<file path="config.mk">
export PLATFORM = sky130hd
export DESIGN_NAME = muldiv_seq_flat
export DESIGN_NICKNAME = d
export VERILOG_FILES = /design/src/rtl/muldiv_seq_if.sv /design/src/rtl/muldiv_seq.sv /design/src/flat_wrapper.sv
export SDC_FILE = /design/constraint.sdc
export NUM_CORES = 1
export LEC_CHECK = 0
export CORE_MARGIN = 5
export CORE_UTILIZATION = 54
export DETAILED_ROUTE_END_ITERATION = 8
export PLACE_DENSITY_LB_ADDON = 0.25
export SLEW_MARGIN = 20
export SYNTH_ARGS = -nofsm -noshare
export SYNTH_HDL_FRONTEND = slang
export SYNTH_SLANG_ARGS = --single-unit
</file>
<file path="constraint.sdc">
create_clock -name clk -period 4.5 [get_ports clk]
set_clock_uncertainty 0.2 [all_clocks]
set_input_delay 0.9 -clock clk [delete_from_list [all_inputs] [get_ports clk]]
set_output_delay 0.9 -clock clk [all_outputs]
set_load 0.01 [all_outputs]
</file>
<file path="src/rtl/muldiv_seq_if.sv">
// rtl/muldiv_seq_if.sv - request/result bundle for the iterative multiply/divide unit
interface muldiv_seq_if #(
    parameter int WIDTH = 32
);
    logic             start;
    logic [1:0]       op;
    logic [WIDTH-1:0] a;
    logic [WIDTH-1:0] b;
    logic             busy;
    logic             done;
    logic [WIDTH-1:0] hi;
    logic [WIDTH-1:0] lo;
    logic             div_by_zero;

    modport master (
        output start, op, a, b,
        input  busy, done, hi, lo, div_by_zero
    );

    modport slave (
        input  start, op, a, b,
        output busy, done, hi, lo, div_by_zero
    );
endinterface

</file>
<file path="src/rtl/muldiv_seq.sv">
// rtl/muldiv_seq.sv - iterative shift-add multiplier / restoring divider with HI/LO results
module muldiv_seq #(
    parameter int WIDTH = 32
) (
    input  logic         clk,
    input  logic         rst_n,
    muldiv_seq_if.slave  bus
);
    localparam int CW = $clog2(WIDTH + 1);

    typedef enum logic [1:0] {S_IDLE, S_RUN, S_FIXUP, S_DONE} state_t;

    state_t           r_state;
    state_t           w_next;
    logic [CW-1:0]    r_cnt;
    logic             r_div;
    logic             r_sign_a;
    logic             r_sign_ab;
    logic             r_bzero;
    logic [WIDTH-1:0] r_a_raw;
    logic [WIDTH-1:0] r_opb;
    logic [WIDTH-1:0] r_wh;
    logic [WIDTH-1:0] r_wl;
    logic [WIDTH-1:0] r_hi;
    logic [WIDTH-1:0] r_lo;
    logic             r_dbz;

    logic             w_accept;
    logic             w_sa;
    logic             w_sb;
    logic [WIDTH-1:0] w_abs_a;
    logic [WIDTH-1:0] w_abs_b;
    logic [WIDTH:0]   w_rem_sh;
    logic [WIDTH:0]   w_add_a;
    logic [WIDTH:0]   w_add_b;
    logic [WIDTH+1:0] w_sum;
    logic [2*WIDTH-1:0] w_prod;
    logic [WIDTH-1:0] w_fix_hi;
    logic [WIDTH-1:0] w_fix_lo;
    logic             w_fix_dbz;

    assign w_accept = (r_state == S_IDLE) && bus.start;
    assign w_sa     = bus.op[0] && bus.a[WIDTH-1];
    assign w_sb     = bus.op[0] && bus.b[WIDTH-1];
    assign w_abs_a  = w_sa ? -bus.a : bus.a;
    assign w_abs_b  = w_sb ? -bus.b : bus.b;

    // One shared adder: subtract for the divide trial, add for the multiply accumulate.
    assign w_rem_sh = {r_wh, r_wl[WIDTH-1]};
    assign w_add_a  = r_div ? w_rem_sh : {1'b0, r_wh};
    assign w_add_b  = (r_div || r_wl[0]) ? {1'b0, r_opb} : '0;
    assign w_sum    = r_div ? ({1'b0, w_add_a} - {1'b0, w_add_b})
                            : ({1'b0, w_add_a} + {1'b0, w_add_b});
    assign w_prod   = {r_wh, r_wl};

    always_comb begin
        w_fix_hi  = r_wh;
        w_fix_lo  = r_wl;
        w_fix_dbz = 1'b0;
        if (!r_div) begin
            {w_fix_hi, w_fix_lo} = r_sign_ab ? -w_prod : w_prod;
        end else if (r_bzero) begin
            w_fix_hi  = r_a_raw;
            w_fix_lo  = '1;
            w_fix_dbz = 1'b1;
        end else begin
            w_fix_hi = r_sign_a  ? -r_wh : r_wh;
            w_fix_lo = r_sign_ab ? -r_wl : r_wl;
        end
    end

    always_ff @(posedge clk) begin
        if (!rst_n) r_state <= S_IDLE;
        else        r_state <= w_next;
    end

    always_comb begin
        w_next = r_state;
        case (r_state)
            S_IDLE:  if (bus.start) w_next = S_RUN;
            S_RUN:   if (r_cnt == CW'(WIDTH - 1)) w_next = S_FIXUP;
            S_FIXUP: w_next = S_DONE;
            S_DONE:  w_next = S_IDLE;
            default: w_next = S_IDLE;
        endcase
    end

    always_ff @(posedge clk) begin
        if (!rst_n) begin
            r_cnt     <= '0;
            r_div     <= 1'b0;
            r_sign_a  <= 1'b0;
            r_sign_ab <= 1'b0;
            r_bzero   <= 1'b0;
            r_a_raw   <= '0;
            r_opb     <= '0;
            r_wh      <= '0;
            r_wl      <= '0;
            r_hi      <= '0;
            r_lo      <= '0;
            r_dbz     <= 1'b0;
        end else begin
            if (w_accept) begin
                r_cnt     <= '0;
                r_div     <= bus.op[1];
                r_sign_a  <= w_sa;
                r_sign_ab <= w_sa ^ w_sb;
                r_bzero   <= (bus.b == '0);
                r_a_raw   <= bus.a;
                r_wh      <= '0;
                // Multiply: r_opb = multiplicand, r_wl = multiplier. Divide: r_opb = divisor, r_wl = dividend.
                r_opb     <= bus.op[1] ? w_abs_b : w_abs_a;
                r_wl      <= bus.op[1] ? w_abs_a : w_abs_b;
            end else if (r_state == S_RUN) begin
                r_cnt <= r_cnt + 1'b1;
                if (r_div) begin
                    if (!w_sum[WIDTH+1]) begin
                        r_wh <= w_sum[WIDTH-1:0];
                        r_wl <= {r_wl[WIDTH-2:0], 1'b1};
                    end else begin
                        r_wh <= w_rem_sh[WIDTH-1:0];
                        r_wl <= {r_wl[WIDTH-2:0], 1'b0};
                    end
                end else begin
                    r_wh <= w_sum[WIDTH:1];
                    r_wl <= {w_sum[0], r_wl[WIDTH-1:1]};
                end
            end else if (r_state == S_FIXUP) begin
                r_hi  <= w_fix_hi;
                r_lo  <= w_fix_lo;
                r_dbz <= w_fix_dbz;
            end
        end
    end

    assign bus.busy        = (r_state != S_IDLE);
    assign bus.done        = (r_state == S_DONE);
    assign bus.hi          = r_hi;
    assign bus.lo          = r_lo;
    assign bus.div_by_zero = r_dbz;
endmodule
</file>
<file path="src/flat_wrapper.sv">
// flat-port wrapper written by rule: the top's interface ports become plain ports
module muldiv_seq_flat 
#(
    parameter int WIDTH = 32
)
  (clk, rst_n, bus_start, bus_op, bus_a, bus_b, bus_busy, bus_done, bus_hi, bus_lo, bus_div_by_zero);
  muldiv_seq_if #(.WIDTH(WIDTH)) bus_i ();
  input  logic clk;
  input  logic rst_n;
  input wire logic [$bits(bus_i.start)-1:0] bus_start;
  input wire logic [$bits(bus_i.op)-1:0] bus_op;
  input wire logic [$bits(bus_i.a)-1:0] bus_a;
  input wire logic [$bits(bus_i.b)-1:0] bus_b;
  output wire logic [$bits(bus_i.busy)-1:0] bus_busy;
  output wire logic [$bits(bus_i.done)-1:0] bus_done;
  output wire logic [$bits(bus_i.hi)-1:0] bus_hi;
  output wire logic [$bits(bus_i.lo)-1:0] bus_lo;
  output wire logic [$bits(bus_i.div_by_zero)-1:0] bus_div_by_zero;
  assign bus_i.start = bus_start;
  assign bus_i.op = bus_op;
  assign bus_i.a = bus_a;
  assign bus_i.b = bus_b;
  assign bus_busy = bus_i.busy;
  assign bus_done = bus_i.done;
  assign bus_hi = bus_i.hi;
  assign bus_lo = bus_i.lo;
  assign bus_div_by_zero = bus_i.div_by_zero;
  muldiv_seq #(.WIDTH(WIDTH)) u_core (.clk(clk), .rst_n(rst_n), .bus(bus_i));
endmodule
</file>
### Yosys cells after proc, flatten, opt, wreduce, memory -nomap -nowiden

Index checks and enable logic that the tools add are counted.

* eq/ne operators: 6
* $add $sub $neg: 8
* muxes and demuxes: 25
* reductions and logical operators: 11
* bitwise logic cells: 4

Operators by type and width (number)
* $mux 32: 16
* $neg 32->32: 4
* $mux 64: 1
* $neg 64->64: 1
* $add 33x33->34: 1
* $mux 34: 1
* $sub 33x33->34: 1
* $mux 33: 1
* $logic_not 32->1: 1
* $pmux 2 s4: 1
* $add 6x1->6 const B: 1
* $eq 6x5->1 const B: 1
* $eq 2x2->1 const B: 2
* $mux 2: 2
* $reduce_bool 2->1: 2
* $logic_and 1x1->1: 3
* $mux 1: 3
* $not 1->1: 3
* $reduce_and 3->1: 1
* $eq 2x1->1 const B: 1
* $logic_not 2->1: 1
* $ne 2x1->1 const B: 1
* $ne 2x2->1 const B: 1
* $reduce_and 2->1: 1
* 3 further kinds: 3

* bits in registers: 205
* word-level logic and storage cells: 67
* output and inout port bits: 67
* input bits: 69

### Longest topological paths before layout

* depth after elaboration: 8
* mapped depth: 24
* mapped depth without buffers: 21

### Worst setup path after synthesis

No wires, ideal clock.

* path type: reg-to-reg
* start: register u_core.r_div
* end: register u_core.r_wh[13]
* period minus slack after synthesis: 4.914 ns
* data required time: 4.184 ns
* library setup time: 0.116 ns
* stages on the path, launching flop included: 25
* setup slack: -0.414 ns
* path buffers: 4
* arrival: 4.598 ns
* cell sequence: dfxtp_1 clkbuf_1 inv_1 nand2_1 clkbuf_1 nand2_1 ha_1 o21ai_1 a21oi_1 a21oi_1 a21oi_1 o22ai_1 ha_1 clkbuf_1 nand2_1 nor3_1 and3_1 o2111a_1 o21ai_0 a22oi_1 buf_2 clkinv_1 nand2_1 a311oi_1 a31o_2

* cells in the longest elaborated chain, start to end: 6
* elaborated cells on any way between the ends: 8
* those cells by class: 2 x add/sub; 5 x mux; 1 x reduce/logical

Ends and longest elaborated chain
* start: declaration: line muldiv_seq.sv:16 `logic r_div;`
* start signal: assignment: line muldiv_seq.sv:105 `r_div <= bus.op[1];`
* $logic_or 1x1->1: line muldiv_seq.sv:51 `assign w_add_b = (r_div || r_wl[0]) ? {1'b0, r_opb} : '0;`
* $mux 32: line muldiv_seq.sv:51
* $add 33x33->34 / $sub 33x33->34 (equally long branches): line muldiv_seq.sv:53, muldiv_seq.sv:52
* $mux 34: line muldiv_seq.sv:52 `assign w_sum = r_div ? ({1'b0, w_add_a} - {1'b0, w_add_b})`
* $mux 32: line muldiv_seq.sv:117 `if (!w_sum[WIDTH+1]) begin`
* $mux 32 *: line muldiv_seq.sv:116 `if (r_div) begin`
* end signal: assignment: line muldiv_seq.sv:118 `r_wh <= w_sum[WIDTH-1:0];`
* end signal: assignment: line muldiv_seq.sv:121 `r_wh <= w_rem_sh[WIDTH-1:0];`
* end signal: assignment: line muldiv_seq.sv:125 `r_wh <= w_sum[WIDTH:1];`
* end: declaration: line muldiv_seq.sv:22 `logic [WIDTH-1:0] r_wh;`

Every way passes the cells marked *; elsewhere a longest branch is shown, timed or not.
A chain may end at the register's enable or synchronous reset.

### Final worst setup path

* start: register u_core.r_opb[1]
* end: register u_core.r_wh[27]

* cells in the longest elaborated chain, start to end: 5
* elaborated cells on any way between the ends: 6
* those cells by class: 2 x add/sub; 4 x mux

Ends and longest elaborated chain
* start: declaration: line muldiv_seq.sv:21 `logic [WIDTH-1:0] r_opb;`
* start signal: assignment: line muldiv_seq.sv:112 `r_opb <= bus.op[1] ? w_abs_b : w_abs_a;`
* $mux 32 *: line muldiv_seq.sv:51
* $add 33x33->34 / $sub 33x33->34 (equally long branches): line muldiv_seq.sv:53, muldiv_seq.sv:52
* $mux 34 *: line muldiv_seq.sv:52
* $mux 32: line muldiv_seq.sv:117
* $mux 32 *: line muldiv_seq.sv:116

Marks and branches as above.

==> results by group <==
Run status
  – Status: finished, violations left
  – Violated checks: setup timing

Clocking
  – Level count of the clock H-tree: 1
  – Clock sinks: 205
  – Worst-Skew Late Latency: 0.55 ns
  – Clk slew on worst S/H paths: 0.06 ns
  – Post-CTS Hold Buffers: 0
  – Root Driver: clkbuf_16
  – CTS tree: built
  – Clock tree buffer depth: 3
  – Cts bufs inserted: 25

Die
  – Cell Rows: 62
  – Io pins: 136
  – Die height: 181 um
  – Die ar.: 32,700 um2
  – Starting density of the core: 54.8%
  – Die Wd: 181 um
  – Core area: 28,800 um2

Hold path
  – Hold_sp: u_core.r_a_raw[10]$_SDFFE_PN0P_
  – Hold Crit Class: flip-flop to flip-flop

Placed design
  – Pre-CTS WS: -0.275 ns
  – Number of buffers added on ports: 135
  – GP Congestion: 0.993
  – Hpwl dp: 41,300 um

Synth
  – Netlist area before placement: 15,800 um2
  – Synth unique cells: 77
  – Avg Inst Size Synth: 7.21 um2
  – Synthesized Nets: 2,301
  – Async SR Flop Fraction: 0%
  – Yosys reg bits: 205
  – Top_reg_cell synth: dfxtp_1
  – Register area share after synthesis: 26.0%
  – Number of synthesized flops with an enable pin: 0
  – Yosys warning total: 0
  – Cell count after synthesis: 2,188

Global routing
  – Total track usage: 32.6%
  – Initial antenna violation count: 0
  – Grt met2 use: 50.0%
  – First-pass GRT wire length: 88,100 um
  – Vias in the first global route: 15,900
  – GR Util met3: 5.63%
  – Largest net degree at the start of global routing: 122
  – Gr busiest metal: met2
  – Met1 Track Usage GR: 46.3%
  – Total global routing overflow: 0

Critical path
  – Critical path launch point type: flip-flop
  – Worst Path Max Fanout: 6
  – WS Path Type: flip-flop to flip-flop
  – CP arrival: 4.88 ns
  – R2r setup slk: -0.20 ns
  – Required time of the critical path: 4.68 ns
  – Worst Setup SP: u_core.r_opb[1]$_SDFFE_PN0P_
  – CP Capture Type: flip-flop
  – Reg2reg start: u_core.r_opb[1]$_SDFFE_PN0P_

Drt
  – Routed WL per cell: 20.8 um
  – DR pass1 iterations: 7
  – Via/cell ratio: 6.36
  – DRC: 0
  – Final WL: 56,600 um
  – DRT antenna net count: 0
  – Via count: 17,300
  – Starting DRT DRC Count: 1,898

STA
  – Worst Slack Setup Final: -0.205 ns
  – Final Hold Viols: 0
  – Minimum clock period: 4.70 ns
  – Setup tns final: -3.60 ns
  – Worst-Margin Slew: 1.13 ns
  – RSZ-0062 raised after global routing: yes
  – Worst slew margin: 24.8%
  – Fin crit share: 105%
  – Setup Viol. Count Final: 31
  – Slew Limit Fails: 0
  – Highest clock rate: 0.213 GHz

Power
  – Leak: 0.00728 uW
  – Power density over the cells: 875 nW/um2
  – Peak supply drop: 473 uV

Flow run
  – Max cap viols: 0

Finish
  – N_diodes: 0
  – Final-stage net count: 2,435
  – Area delta synth->final: 22.8%
  – Share of cells above drive strength 1: 13.3%
-- where the power goes --
part | switching [uW] | total [uW] | leakage, uW | internal, uW
Clock | 849 | 2000 | 0.000389 | 1150
Combinational | 6680 | 11700 | 0.00521 | 5050
Sequential | 854 | 3210 | 0.00168 | 2360
Total | 8390 | 16900 | 0.00728 | 8560
-- final cells by class --
class | instances | area [um2]
Sequential cell | 205 | 4110
Clock buffer | 36 | 707
Timing Repair Buffer | 287 | 2570
Fill cell | 2418 | 9420
Inverter | 50 | 198
Clock inverter | 9 | 93.8
Tap cell | 384 | 480
Multi-Input combinational cell | 1753 | 11200
-- worst max-delay path, cell delays in order, from the launching register on --
cell	delay (ns)
dfxtp_1	0.53
nand2_1	0.13
ha_1	0.26
buf_4	0.16
nor2b_1	0.14
a31oi_1	0.16
o22ai_1	0.16
ha_1	0.38
a21o_1	0.23
a211o_1	0.33
o211a_4	0.27
o2111a_2	0.29
o211ai_1	0.29
a22oi_2	0.15
xor2_2	0.20
buf_4	0.18
nand2b_1	0.14
a221oi_1	0.25
a211oi_1	0.08
-- cells in the final DEF (no fill, tap or decap), types with 11 or more instances in the layout --
master,instances
o21ai_1,14
o21a_1,22
dfxtp_1,200
a31oi_1,22
nand4_1,15
a21oi_1,193
inv_1,46
nand3b_1,17
a21boi_0,18
nand2b_1,12
o31ai_1,22
o21ai_0,159
ha_1,37
or3_1,16
a211oi_1,48
clkbuf_16,26
xnor2_1,106
nand2_1,335
nor3_1,37
or4_1,16
mux2i_1,67
nor2_1,169
o21ai_2,13
o211ai_1,59
a21o_1,18
nor4_1,18
nor2b_1,11
o41ai_1,13
nand3_1,27
buf_4,144
o22ai_1,12
clkdlybuf4s50_1,133
mux2_2,17
xor2_1,75
-- registers in the layout, summed over array words and instances, names as in the netlist, 2 cells and up --
register,cells
u_core.bus.hi,32
u_core.r_wl,32
u_core.r_a_raw,32
u_core.r_cnt,6
u_core.r_opb,32
u_core.bus.lo,32
u_core.r_state,2
u_core.r_wh,32
-- worst paths after layout --
path | end | cells past startpoint
setup reg to reg | u_core.r_wh[27]$_SDFFE_PP0P_ | 18
setup / recovery | u_core.r_wh[27]$_SDFFE_PP0P_ | 18
hold reg to reg | u_core.r_a_raw[10]$_SDFFE_PN0P_ | 2
hold / removal | u_core.r_a_raw[10]$_SDFFE_PN0P_ | 2
-- metal layers --
metal	part of all wire (%)	vias to the layer above
li1	-	8071
met1	42	8159
met2	43	954
met3	11	152
met4	4.0	0
met5	0	-
-- cell usage after synthesis, types with 10 or more instances --
master	number	area share [%]
nand2_1	341	8.1
dfxtp_1	205	26
a21oi_1	201	6.4
o21ai_0	183	5.8
nor2_1	173	4.1
clkbuf_1	148	3.5
xnor2_1	107	5.9
xor2_1	76	4.2
mux2i_1	67	4.3
o211ai_1	59	2.8
a211oi_1	51	2.4
inv_1	48	1.1
ha_1	43	3.4
nor3_1	40	1.3
nand3_1	28	0.89
buf_1	25	0.60
a31oi_1	23	0.91
o31ai_1	23	1.1
o21a_1	22	1.0
nor4_1	21	0.83
a21boi_0	19	0.90
a21o_1	18	0.86
mux2_2	17	1.2
nand3b_1	17	0.81
or3_1	17	0.67
or4_1	16	0.76
nand4_1	15	0.60
o41ai_1	15	0.83
nand2b_1	13	0.52
a22oi_1	12	0.57
nor2b_1	12	0.48
o22ai_1	12	0.48
a221oi_1	10	0.56
and2_1	10	0.40
-- per-stage QoR --
step                util (%)  instances  hold WS, ns  cell area, um2  total power [uW]
floorplan                  -       2188        0.233           15800              9910
global route            67.3       2724        0.279           19400             18100
CTS                     65.9       2713        0.259           19000             15900
finish                  67.3       2724        0.259           19400             16900
global placement        62.6       2662        0.243           18000             13400
detailed placement      62.6       2662        0.251           18000             13600
-- cells by family (layout without fill, tap and decap cells) --
logic type	after synthesis	after routing	synth area share, %
xor gates and xnor gates	183	183	10.2
DFF	205	205	26.0
and+or+nand+nor	739	739	21.4
muxes	84	84	5.47
adders and majority gates	44	44	3.54
buffers and inverters	230	382	5.59
AOI/OAI and AO/OA	703	703	27.8
-- timing repair --
item	CTS	global route
gates resized for setup	23	87
pin swaps	9	39
gates cloned	0	1
setup endpoints to repair	32	33
hold endpoints to repair	0	0
buffers inserted	6	10
Power figures use the tool's default switching activity.
